--- src/rtl/seg7_scan_decoder.sv ---
// Observes a multiplexed, active-low 7-segment display bus and recovers the displayed BCD
// digits. Each digit position is captured only after its pattern has been stable for a
// number of samples. A completed frame is offered on a valid/ready handshake.
//
// Ports:
//   clk        rising-edge clock
//   rst_n      asynchronous active-low reset
//   seg_n      segment lines, active low, bit0=a .. bit6=g
//   dig_sel    one-hot digit strobe, active high
//   frame_bcd  recovered digits, digit i in [4i+3:4i], 4'hF for an undecodable pattern
//   frame_vld  frame_bcd/frame_err hold a complete frame
//   frame_rdy  consumer accepts the frame when frame_vld & frame_rdy
//   frame_err  at least one digit in the frame is undecodable
module seg7_scan_decoder #(
  parameter int unsigned NDIG       = 4,
  parameter int unsigned STABLE_CYC = 3
) (
  input  logic              clk,
  input  logic              rst_n,
  input  logic [6:0]        seg_n,
  input  logic [NDIG-1:0]   dig_sel,
  output logic [4*NDIG-1:0] frame_bcd,
  output logic              frame_vld,
  input  logic              frame_rdy,
  output logic              frame_err
);

  localparam int unsigned CntW = $clog2(STABLE_CYC + 1);
  localparam int unsigned IdxW = (NDIG > 1) ? $clog2(NDIG) : 1;
  localparam logic [CntW-1:0] CntMax = CntW'(STABLE_CYC);

  typedef enum logic [0:0] {StCollect, StPresent} state_e;

  state_e            state_q, state_d;
  logic [6:0]        s_seg_q, p_seg_q;
  logic [NDIG-1:0]   s_sel_q, p_sel_q;
  logic [CntW-1:0]   cnt_q, cnt_d;
  logic [NDIG-1:0]   mask_q, mask_d;
  logic [4*NDIG-1:0] digits_q, digits_d;

  logic            sel_onehot;
  logic            same;
  logic            capture;
  logic [IdxW-1:0] idx;
  logic [3:0]      dec;

  function automatic logic [3:0] seg_decode(input logic [6:0] s);
    logic [3:0] v;
    unique case (s)
      7'b1000000: v = 4'd0;
      7'b1111001: v = 4'd1;
      7'b0100100: v = 4'd2;
      7'b0110000: v = 4'd3;
      7'b0011001: v = 4'd4;
      7'b0010010: v = 4'd5;
      7'b0000010: v = 4'd6;
      7'b1111000: v = 4'd7;
      7'b0000000: v = 4'd8;
      7'b0010000: v = 4'd9;
      default:    v = 4'hF;
    endcase
    return v;
  endfunction

  // Input registers; p_* keeps the previous sample for the stability compare.
  always_ff @(posedge clk or negedge rst_n) begin
    if (!rst_n) begin
      s_seg_q <= 7'h7F;
      s_sel_q <= '0;
      p_seg_q <= 7'h7F;
      p_sel_q <= '0;
    end else begin
      s_seg_q <= seg_n;
      s_sel_q <= dig_sel;
      p_seg_q <= s_seg_q;
      p_sel_q <= s_sel_q;
    end
  end

  always_comb begin
    idx = '0;
    for (int i = 0; i < int'(NDIG); i++) begin
      if (s_sel_q[i]) idx = IdxW'(i);
    end
  end

  assign sel_onehot = $onehot(s_sel_q);
  assign same       = (s_seg_q == p_seg_q) && (s_sel_q == p_sel_q);
  assign dec        = seg_decode(s_seg_q);

  // cnt counts one-hot samples of the current run (first sample of a run loads 1), so a
  // capture happens on the edge it reaches STABLE_CYC. Only the edge that reaches the
  // limit captures; a saturated run does not re-capture.
  always_comb begin
    cnt_d = cnt_q;
    if (state_q == StPresent || !sel_onehot) begin
      cnt_d = '0;
    end else if (!same) begin
      cnt_d = CntW'(1);
    end else if (cnt_q < CntMax) begin
      cnt_d = cnt_q + CntW'(1);
    end
  end

  assign capture = (state_q == StCollect) && sel_onehot && (cnt_d == CntMax) &&
                   !(same && (cnt_q == CntMax));

  always_comb begin
    digits_d = digits_q;
    mask_d   = mask_q;
    if (capture) begin
      digits_d[4*idx +: 4] = dec;
      mask_d[idx]          = 1'b1;
    end
    if (state_q == StPresent && frame_rdy) begin
      mask_d = '0;
    end
  end

  always_ff @(posedge clk or negedge rst_n) begin
    if (!rst_n) begin
      cnt_q    <= '0;
      mask_q   <= '0;
      digits_q <= '0;
    end else begin
      cnt_q    <= cnt_d;
      mask_q   <= mask_d;
      digits_q <= digits_d;
    end
  end

  // FSM state register
  always_ff @(posedge clk or negedge rst_n) begin
    if (!rst_n) begin
      state_q <= StCollect;
    end else begin
      state_q <= state_d;
    end
  end

  // FSM next state
  always_comb begin
    state_d = state_q;
    unique case (state_q)
      StCollect: if (&mask_q) state_d = StPresent;
      StPresent: if (frame_rdy) state_d = StCollect;
      default:   state_d = StCollect;
    endcase
  end

  // FSM outputs; digits cannot change in StPresent, so bcd/err are frozen there.
  always_comb begin
    frame_vld = (state_q == StPresent);
    frame_bcd = digits_q;
    frame_err = 1'b0;
    for (int i = 0; i < int'(NDIG); i++) begin
      if (digits_q[4*i +: 4] == 4'hF) frame_err = 1'b1;
    end
  end

endmodule
--- config.mk ---
export PLATFORM = sky130hd
export DESIGN_NAME = seg7_scan_decoder
export DESIGN_NICKNAME = d
export VERILOG_FILES = /design/src/rtl/seg7_scan_decoder.sv
export SDC_FILE = /design/constraint.sdc
export NUM_CORES = 1
export LEC_CHECK = 0
export ABC_AREA = 1
export CAP_MARGIN = 20
export CELL_PAD_IN_SITES_DETAIL_PLACEMENT = 0
export CELL_PAD_IN_SITES_GLOBAL_PLACEMENT = 2
export CORE_MARGIN = 8
export CORE_UTILIZATION = 35
export CTS_CLUSTER_SIZE = 10
export DETAILED_ROUTE_END_ITERATION = 7
export GPL_ROUTABILITY_DRIVEN = 1
export PLACE_DENSITY_LB_ADDON = 0.2
export REMOVE_ABC_BUFFERS = 1
export SLEW_MARGIN = 25
export SYNTH_ARGS = -nofsm -noshare
export SYNTH_HDL_FRONTEND = slang
export SYNTH_SLANG_ARGS = --single-unit
--- constraint.sdc ---
create_clock -name clk -period 4.1 [get_ports clk]
set_input_delay 0.615 -clock clk [delete_from_list [all_inputs] [get_ports clk]]
set_output_delay 0.615 -clock clk [all_outputs]
set_load 0.005 [all_outputs]
## After elaboration in Yosys (flattened, before gate mapping)

Cells that the tools add are included.

| storage, ports and cells | value |
|---|---|
| bits in registers | 45 |
| bits of input ports | 14 |
| output and inout bits | 18 |
| logic and storage cells | 70 |

| cells by class | value |
|---|---|
| add/subtract/negate cells | 5 |
| $lt $le $gt $ge | 3 |
| equal/unequal tests | 18 |
| shift operators | 2 |
| muxes and demuxes | 19 |
| bitwise logic cells | 2 |
| reduce and logical (&&, ||, !) cells | 13 |

Operator list:

| operator | number |
|---|---|
| one-hot mux 4 bit (10 select lines) | 1 |
| negation 4 -> 34 bit | 1 |
| variable shift 4 x 34 -> 16 bit (first input constant) | 1 |
| indexed part select 4 x 34 -> 16 bit | 1 |
| == test 7 x 5 -> 1 bit (second input constant) | 3 |
| == test 7 bit (second input constant) | 3 |
| bitwise mux 16 bit | 1 |
| == test 4 bit (second input constant) | 4 |
| == test 7 x 6 -> 1 bit (second input constant) | 2 |
| two-way mux 2 bit | 5 |
| two-way mux 1 bit | 8 |
| two-way mux 4 bit | 2 |
| == test 7 x 2 -> 1 bit (second input constant) | 1 |
| == test 7 bit | 1 |
| logical AND 1 bit | 7 |
| logical NOT 7 bit | 1 |
| adder 1 x 1 -> 2 bit | 2 |
| == test 2 bit (second input constant) | 2 |
| == test 4 bit | 1 |
| OR 4 bit | 1 |
| AND reduction 4 bit | 1 |
| adder 2 x 2 -> 3 bit | 1 |
| == test 3 x 1 -> 1 bit (second input constant) | 1 |
| less-than comparator 2 x 3 -> 1 bit (second input constant) | 1 |
| 9 further kinds | 10 |

## Logic depth before layout (Yosys ltp)

| logic depth | value |
|---|---|
| depth in word-level cells | 11 |
| mapped depth | 12 |
| mapped depth without buffers | 12 |

## Worst setup path after synthesis

OpenSTA, ideal clock, no wires.

| path | value |
|---|---|
| path kind | register to register |
| start | register s_sel_q[1] |
| end | register digits_q[9], in the netlist frame_bcd[9] |
| setup time | 0.118 ns |
| arrival | 2.400 ns |
| path slack | 1.583 ns |
| cell stages (with the launch flop) | 12 |
| buffers on the path | 0 |
| clock period less this slack | 2.517 ns |
| path through | dfrtp_1 inv_1 fa_1 inv_1 ha_1 ha_1 nor3_4 nand4_4 nor2_4 inv_2 nand2_1 nand2_1 |

| between the ends | value |
|---|---|
| cells in the longest elaborated chain, start to end | 9 |
| elaborated cells between the ends (all ways) | 22 |
| those cells by class | 3 x add/sub; 3 x eq/ne; 2 x shift; 6 x mux; 8 x reduce/logical |

RTL lines:

| item | RTL line | text |
|---|---|---|
| start, declared | 36 | `logic [NDIG-1:0] s_sel_q, p_sel_q;` |
| start signal, assigned | 74 | `s_sel_q <= dig_sel;` |
| parallel branches: the longest is 9 deep, another holds negation 4 -> 34 bit | -- |  |
| end signal, assigned | 128 | `digits_q <= digits_d;` |
| end, declared | 39 | `logic [4*NDIG-1:0] digits_q, digits_d;` |

Several ways; the timed one is not identified.
A chain may end at the register's enable or synchronous reset.

## Worst setup path after layout

| path | value |
|---|---|
| start | register s_sel_q[3] |
| end | register digits_q[11], in the netlist frame_bcd[11] |

| between the ends | value |
|---|---|
| cells in the longest elaborated chain, start to end | 9 |
| elaborated cells between the ends (all ways) | 20 |
| those cells by class | 3 x add/sub; 3 x eq/ne; 2 x shift; 4 x mux; 8 x reduce/logical |

RTL lines:

| item | RTL line | text |
|---|---|---|
| adder 1 x 1 -> 2 bit (not written as such) | 87 | `assign sel_onehot = $onehot(s_sel_q);` |
| adder 2 x 2 -> 3 bit (not written as such) | 87 |  |
| == test 3 x 1 -> 1 bit | 87 |  |
| logical NOT 1 bit | 96 | `if (state_q == StPresent \|\| !sel_onehot) begin` |
| logical OR 1 bit | 96 |  |
| two-way mux 2 bit | 96 |  |
| == test 2 bit | 105 | `assign capture = (state_q == StCollect) && sel_onehot && (cnt_d == CntMax) &&` |
| logical AND 1 bit (2 in series) | 105 |  |

Parallel ways exist; a longest one is shown, timed or not.

==> flow_metrics.env <==
export IMPL_drt_first_pass_iters=4
export IMPL_ff_latch_area_sq_um=1140
export IMPL_grt_max_degree=46
export IMPL_start_kind="flip-flop"
export IMPL_clock_latency_ns=0.30
export IMPL_post_cts_resized=0
export IMPL_cts_htree_levels=2
export IMPL_final_layout_size_suffix_gt1_share_pct=14.8
export IMPL_cts_hold_buf=0
export IMPL_grt_pass1_wl_mm=8.22
export IMPL_wl_per_cell_um=12.6
export IMPL_hold_viol_final=0
export IMPL_start_util_pct=35.9
export IMPL_min_path_type="input port to asynchronous set/reset pin"
export IMPL_skew_ns=0.00679
export IMPL_max_vdd_ir_drop_mv=0.177
export IMPL_routed_via_count=1671
export IMPL_synth_area_sq_um=2260
export IMPL_ant_nets=0
export IMPL_status="finished clean"
export IMPL_cp_startpoint="s_sel_q[3]"
export IMPL_power_density_nw_per_um2=310
export IMPL_grt_pass1_vias=1714
export IMPL_p_leak_nw=1.39
export IMPL_cts_root_buf="clkbuf_8"
export IMPL_synth_seq_cells=45
export IMPL_clock_sinks=45
export IMPL_syn2layout_area_growth_pct=21.0
export IMPL_first_iter_violations=56
export IMPL_critical_path_class="flip-flop to flip-flop"
export IMPL_maxSlewHeadroom_pct=62.2
export IMPL_final_max_slew_viol_count=0
export IMPL_numCtsBuffers=5
export IMPL_maxCapViolations=0
export IMPL_fmax_mhz=367
export IMPL_mostFrequentLayoutCells="nand2_1 (93), inv_1 (31), dfrtp_1 (31)"
export IMPL_io_pins=32
export IMPL_antennaDiodeCount=0
export IMPL_netlist_instances=260
export IMPL_cts_clk_slew_worst_paths_ns=0.08
export IMPL_synth_area_top_cells="dfrtp_1 (34%), dfstp_2 (16%), nand2_1 (15%), inv_1 (5.1%), ha_1 (5.0%)"
export IMPL_rsz0062_at_grt="no"
export IMPL_grtUsageTotal_pct=11.3
export IMPL_post_cts_setup_buffer_count=0
export IMPL_cts_tree="done"
export IMPL_synth_warnings=0
export IMPL_antenna_found_initial=0
export IMPL_reg2reg_from="s_sel_q[3]"
export IMPL_yosys_area_top_type_share_pct=34.3
export IMPL_multi_input_area_sq_um=970
export IMPL_drc_errors=0
export IMPL_fin_ws_ns=1.38
export IMPL_die_h_um=96.4
export IMPL_final_setup_tns_ns=0
export IMPL_io_buffers=31
export IMPL_overflow=0
export IMPL_layout_commonest_cell="nand2_1"
export IMPL_clockBufferDepth=2
export IMPL_dp_slack_ns=1.39
export IMPL_synth_distinct_cells=25
export IMPL_vias_per_cell=4.46
export IMPL_final_nets=321
export IMPL_n_fill_cell=645
export IMPL_required_ns=4.30
export IMPL_fin_crit_ns=2.72
export IMPL_die_w_um=96.4
export IMPL_rows=29
export IMPL_max_slew_worst_pin_slew_ns=0.566
export IMPL_fin_crit_sh_pct=66.5
export IMPL_avgSynthCellArea_sq_um=8.71
export IMPL_arrival_ns=2.92
export IMPL_cp_max_fo=8
export IMPL_wl_mm=4.71
export IMPL_place_hpwl_mm=3.57
export IMPL_ys_seq_area_share_pct=50.5
export IMPL_yosysTopAreaCell="dfrtp_1"
export IMPL_setup_violations=0
export IMPL_die_area_sq_um=9300
export IMPL_design_core_area_sq_um=6310
export IMPL_place_congestion=0.768
export IMPL_cp_end_kind="flip-flop"
worst paths after layout:
path / end / slack, ns / depth (start not counted)
hold reg to reg: p_seg_q[2] / 0.39 / 0
min in group clk: p_seg_q[2] / 0.39 / 0
setup reg to reg: frame_bcd[11] / 1.38 / 11
hold / removal: s_sel_q[2] / 0.31 / 1
max in group asynchronous: s_seg_q[0] / 3.40 / 1
setup / recovery: frame_bcd[11] / 1.38 / 11
layer usage:
layer	vias up	GRT usage, %	wire length (um)
li1	875	-	-
met1	770	14.7	2260
met2	19	18.0	2240
met3	7	3.09	150
met4	0	3.40	59
met5	-	0	0
layout make-up:
cell class / instances / area share (%)
Clock buffer: 6 / 2.65
Clock inverter: 2 / 0.365
Inverter: 37 / 5.07
Multi-Input combinational cell: 177 / 35.4
Sequential cell: 45 / 41.8
Tap cell: 77 / 3.52
Timing Repair Buffer: 31 / 11.2
through the flow:
stage / hold WS (ns) / instances / util, % / power [W] / instance area [sq um]
finish: 0.307 / 375 / 43.4 / 0.000849 / 2740
global route: 0.347 / 375 / 43.4 / 0.000903 / 2740
CTS: 0.391 / 375 / 43.3 / 0.000867 / 2740
detailed placement: 0.378 / 367 / 42.0 / 0.000593 / 2650
global placement: 0.378 / 367 / 42.0 / 0.000593 / 2650
floorplan: 0.319 / 259 / - / 0.000553 / 2250
kinds of logic (layout without fill, tap and decap cells):
logic type / after synthesis / in the layout / synth area share (%)
buf+inv: 38 / 76 / 6.63
simple gates: 155 / 155 / 32.9
xor+xnor: 5 / 5 / 1.93
flops: 45 / 45 / 50.5
fa+ha+maj: 10 / 10 / 5.86
compound gates: 7 / 7 / 2.10
cell usage after synthesis, drive strengths merged:
cell type,instances
ha,9
nor2,30
and2,1
buf,1
o211a,1
nand3,11
xnor2,5
nand4,12
dfrtp,31
inv,37
nand3b,1
nand2,94
a21oi,6
fa,1
nor3,6
dfstp,14
flip-flops by register name, summed over array words and instances (netlist names):
| register | count |
|---|---|
| s_sel_q | 4 |
| p_seg_q | 7 |
| frame_vld | 1 |
| cnt_q | 2 |
| frame_bcd | 16 |
| mask_q | 4 |
| p_sel_q | 4 |
| s_seg_q | 7 |
worst max-delay path, stage by stage, from the launching register on:
cell,delay [ns]
dfrtp_1,0.44
inv_1,0.08
fa_1,0.48
inv_1,0.04
ha_1,0.17
ha_1,0.31
nor3_4,0.45
nand4_4,0.27
nor2_4,0.20
inv_2,0.07
nand2_1,0.06
nand2_1,0.05
power breakdown:
part / internal, W / total, W / switching (W)
Combinational: 0.0000388 / 0.000100 / 0.0000615
Clock: 0.000118 / 0.000266 / 0.000147
Sequential: 0.000467 / 0.000483 / 0.0000158
No activity file was read; power rests on OpenSTA's default activity.
